--- src/rtl/writeback_unit.sv ---
// writeback_unit: arbitrates ALU/LSU results into a FIFO, drives register-file writes and tracks pending registers
module writeback_unit #(
    parameter int DATA_BITS     = 8,
    parameter int FIFO_DEPTH    = 4,
    parameter int WRITABLE_REGS = 13
) (
    input  logic                 clk,
    input  logic                 reset,
    input  logic                 alu_valid,
    input  logic [3:0]           alu_rd,
    input  logic [DATA_BITS-1:0] alu_data,
    output logic                 alu_ready,
    input  logic                 lsu_valid,
    input  logic [3:0]           lsu_rd,
    input  logic [DATA_BITS-1:0] lsu_data,
    output logic                 lsu_ready,
    input  logic                 reserve_valid,
    input  logic [3:0]           reserve_rd,
    output logic                 wr_en,
    output logic [3:0]           wr_addr,
    output logic [DATA_BITS-1:0] wr_data,
    output logic [15:0]          pending,
    output logic                 busy,
    output logic                 ro_violation,
    output logic                 waw_error
);
    localparam int AW = $clog2(FIFO_DEPTH);

    logic [DATA_BITS+3:0] mem [FIFO_DEPTH];
    logic [AW-1:0]        head, tail;
    logic [AW:0]          count;
    logic                 rr_alu;
    logic                 full, empty, accept, acc_ro, push, pop, res_ok;
    logic [3:0]           acc_rd;
    logic [DATA_BITS-1:0] acc_data;
    logic [15:0]          set_mask, clr_mask;

    // grant, read-only filter and scoreboard masks; readies are held low while in reset
    always_comb begin
        full      = count == (AW+1)'(FIFO_DEPTH);
        empty     = count == '0;
        alu_ready = reset & ~full & alu_valid & (~lsu_valid | rr_alu);
        lsu_ready = reset & ~full & lsu_valid & (~alu_valid | ~rr_alu);
        accept    = alu_ready | lsu_ready;
        acc_rd    = alu_ready ? alu_rd : lsu_rd;
        acc_data  = alu_ready ? alu_data : lsu_data;
        acc_ro    = 32'(acc_rd) >= WRITABLE_REGS;
        push      = accept & ~acc_ro;
        pop       = ~empty;
        res_ok    = reserve_valid & (32'(reserve_rd) < WRITABLE_REGS);
        set_mask  = res_ok ? 16'(1) << reserve_rd : '0;
        clr_mask  = wr_en ? 16'(1) << wr_addr : '0;
        busy      = ~empty | wr_en;
    end

    // FIFO pointers, occupancy and the round-robin pointer (moves only on contested grants)
    always_ff @(posedge clk or negedge reset) begin
        if (!reset) begin
            head   <= '0;
            tail   <= '0;
            count  <= '0;
            rr_alu <= 1'b0;
        end else begin
            if (push) tail <= tail + AW'(1);
            if (pop) head <= head + AW'(1);
            count <= count + (AW+1)'(push) - (AW+1)'(pop);
            if (alu_valid & lsu_valid & ~full) rr_alu <= ~rr_alu;
        end
    end

    // FIFO storage needs no reset: occupancy alone decides what is valid
    always_ff @(posedge clk) begin
        if (push) mem[tail] <= {acc_rd, acc_data};
    end

    // registered write port, loaded from the FIFO head on every pop
    always_ff @(posedge clk or negedge reset) begin
        if (!reset) begin
            wr_en   <= 1'b0;
            wr_addr <= '0;
            wr_data <= '0;
        end else begin
            wr_en <= pop;
            if (pop) {wr_addr, wr_data} <= mem[head];
        end
    end

    // pending scoreboard (set beats clear) and sticky error flags
    always_ff @(posedge clk or negedge reset) begin
        if (!reset) begin
            pending      <= '0;
            ro_violation <= 1'b0;
            waw_error    <= 1'b0;
        end else begin
            pending      <= (pending & ~clr_mask) | set_mask;
            ro_violation <= ro_violation | (accept & acc_ro);
            waw_error    <= waw_error | (res_ok & pending[reserve_rd]);
        end
    end
endmodule

--- config.mk ---
export PLATFORM = sky130hd
export DESIGN_NAME = writeback_unit
export DESIGN_NICKNAME = d
export VERILOG_FILES = /design/src/rtl/writeback_unit.sv
export SDC_FILE = /design/constraint.sdc
export NUM_CORES = 1
export LEC_CHECK = 0
export CAP_MARGIN = 15
export CORE_MARGIN = 10
export CORE_UTILIZATION = 45
export CTS_CLUSTER_DIAMETER = 60
export DETAILED_ROUTE_END_ITERATION = 8
export DONT_BUFFER_PORTS = 1
export GPL_TIMING_DRIVEN = 0
export PLACE_DENSITY = 0.7
export SLEW_MARGIN = 0
export SYNTH_ARGS = -nofsm -noshare
export SYNTH_HDL_FRONTEND = slang
export SYNTH_SLANG_ARGS = --single-unit
--- constraint.sdc ---
create_clock -name clk -period 3.5 [get_ports clk]
set_input_delay 0.175 -clock clk [delete_from_list [all_inputs] [get_ports clk]]
set_output_delay 0.175 -clock clk [all_outputs]
set_load 0.02 [all_outputs]
==> results.tsv <==
stage	metric	value	unit
sta	final worst setup slack	987	ps
sta	Final min period	2510	ps
yosys	simple logic cell fraction of the synthesized area	0.0683	
yosys	Post-Synth Adder-Cell Area	0.0247	
floorplan	die width	112	um
pwr	Pwr Total	3.53	mW
sta	final hold violation count	0	
yosys	post-synthesis average cell area	16.0	um2
sta	Final Setup Violations	0	
yosys	mux cell area share after synthesis	0.176	
setup_path	slowest stage delay, CP	420	ps
sta	Slew Limit Fails	0	
floorplan	height of the die	112	um
sta	Clock Skew	9.16	ps
floorplan	Initial Utilization	0.466	
finish	area delta synth->final	10.5	%
sta	Slew headroom	0.569	
finish	design area	0.00425	mm2
yosys	top cell type's share of synthesized area	0.375	
floorplan	Die Area	0.0127	mm2
grt	vias in the first global route	2250	
grt	first-pass GRT wire length	12200	um
pwr	Pleak	1.59	nW
sta	Hold WS	46.0	ps
yosys	flops & latches, synth	87	
setup_path	Worst R2R Setup Slack	990	ps
clock_network	# resized after CTS	0	
clock_network	clk sinks	87	
sta	final critical-path share of the clock period	0.718	
floorplan	num ports	67	
setup_path	CP startpoint kind	register	
pwr	pwr/cell area	830	mW/mm2
setup_path	critical path class	reg -> reg	
sta	RSZ-0062 raised after global routing	no	
routing	DRT iter0 DRCs	113	
yosys	top_reg_cell synth	edfxtp_1	
yosys	distinct cell type count after synthesis	40	
sta	Max Fclk	398	MHz
routing	Detailed Routing Iterations Pass 1	4	
yosys	top-count cell post-synth	edfxtp_1	
finish	antenna cells	0	
routing	vias	2074	
grt	GRT Resource Usage Total	0.122	
setup_path	Req. time, crit path	3780	ps
sta	worst slew pin tran	646	ps
yosys	xor/xnor share of the synthesized area	0.0137	
routing	final wirelength	7580	um
routing	# DRC	0	
yosys	Yosys warning count	0	
grt	largest net degree at the start of global routing	41	
floorplan	Cell Rows	33	
routing	drt wl/cell	20.6	um
setup_path	critical path data arrival time	2800	ps
pwr	Peak VDD IR	0.000389	V
setup_path	slowest stage cell, crit path	dfrtp_1	
setup_path	Crit. End Element	register	
yosys	sequential area share after synthesis	0.628	
min_path	hold crit path type	in -> reg	
finish	# fillers	709	
placed_design	port bufs	0	
yosys	Synth Instances	241	
routing	Antenna Nets Post-Route	0	
yosys	synth top area cells	edfxtp_1, dfrtp_1, mux4_2	
run_status	status	finished, final reports clean	
finish	share of layout cells above drive strength 1	0.221	
placed_design	dpl cell area	0.00398	mm2
clock_network	TritonCTS clock tree	done	
clock_network	CTS max path bufs	2	
grt	grt ovf	0	
grt	initial antenna violation count	0	
setup_path	crit path max fanout	11	
yosys	post-synthesis compound-gate area fraction	0.0618	
yosys	largest family of logic cells by synthesized area	multiplexers	
yosys	EDFF count, synth	48	
clock_network	cell chosen for the clock root	clkbuf_8	
yosys	syn nets	281	
clock_network	Worst-Skew Late Latency	360	ps
routing	vias per inst	5.64	
finish	Final Net Count	298	
yosys	Synth area leader	edfxtp_1	
floorplan	core box area	0.00826	mm2
yosys	Post-Syn Area	0.00385	mm2
yosys	Post-synth ARST share	0.448	
placed_design	post-place setup slack	962	ps
clock_network	Worst-path clk slew	90	ps
placed_design	GPL Wtd Cong	0.832	
sta	setup TNS	0	ps
flow_run	MaxCap Viol Count	0	
yosys	list of most frequent post-synthesis cells	edfxtp_1, dfrtp_1, o21ai_0	
clock_network	H-tree levels	3	
placed_design	post-DP HPWL	5380	um
clock_network	total CTS buffers	9	
setup_path	worst-path cell chain	nor3_2 > inv_1 > buf_2 > ha_1 > inv_1 > ha_1 > fa_1 > xnor2_1 > xnor2_1	
kinds of logic (layout without fill, tap and decap cells):
group | count (synthesis) | count (layout)
AO/OA/AOI/OAI | 39 | 39
XOR/XNOR | 6 | 6
adder cells (fa/ha/maj) | 7 | 7
buffers and inverters | 17 | 39
flip-flops | 87 | 87
multiplexers | 42 | 42
AND/OR/NAND/NOR | 43 | 43
per-stage QoR:
step,cells,utilization
final,368,0.515
after global routing,368,0.515
after CTS,368,0.515
after detailed placement,346,0.482
after global placement,346,0.482
after floorplan,241,-
where the power goes:
group	internal, mW	total, mW	switching [mW]
Clock	0.340	0.712	0.372
Sequential	1.38	1.82	0.431
Combinational	0.541	1.00	0.463
sequential cells by signal (all words and copies together) (netlist names), 2 cells and up:
signal	cells
wr_data	8
head	2
tail	2
count	3
pending	16
wr_addr	4
mem	48
metal layers:
| layer | track usage | share of wire |
|---|---|---|
| met1 | 0.136 | 0.41 |
| met2 | 0.198 | 0.48 |
| met3 | 0.0591 | 0.10 |
| met4 | 0.0415 | 0.014 |
| met5 | 0 | 0 |
layout by cell type (no fill, tap or decap), types with 7 or more instances in the layout:
| cell type | count |
|---|---|
| edfxtp_1 | 48 |
| nand2_1 | 10 |
| inv_1 | 8 |
| mux2_4 | 9 |
| mux2_2 | 7 |
| clkbuf_8 | 9 |
| mux4_2 | 10 |
| nand2b_1 | 8 |
| o21ai_0 | 25 |
| mux2_1 | 9 |
| dfrtp_1 | 39 |
worst paths after layout:
kind                          startpoint    endpoint  depth (start not counted)
min in group asynchronous          reset  wr_data[5]                          2
hold / removal             reserve_valid  pending[0]                          2
max in group asynchronous          reset       wr_en                          2
setup / recovery                count[1]    count[2]                          9
hold reg to reg                   rr_alu      rr_alu                          1
setup reg to reg                count[1]    count[2]                          9
critical path: cells and delay by family (launching register included):
family        cells  cell delay (ps)
fa+ha+maj         3              880
buf+inv           3              500
flops             1              420
simple gates      1              350
xor+xnor          2              300
timing repair:
action	in CTS	in global routing
endpoints found under the hold margin	45	0
hold buffers	6	0
setup buffers	0	0
cell type report:
type	instances	area, um2	share of cell area
Sequential cell	87	2420	0.568
Multi-Input combinational cell	137	1320	0.311
Tap cell	105	131	0.0309
Clock buffer	9	124	0.0291
Clock inverter	7	78.8	0.0185
Buffer	9	77.6	0.0182
Timing Repair Buffer	6	70.1	0.0165
Inverter	8	30.0	0.00706
(Power assumes the default switching activity.)
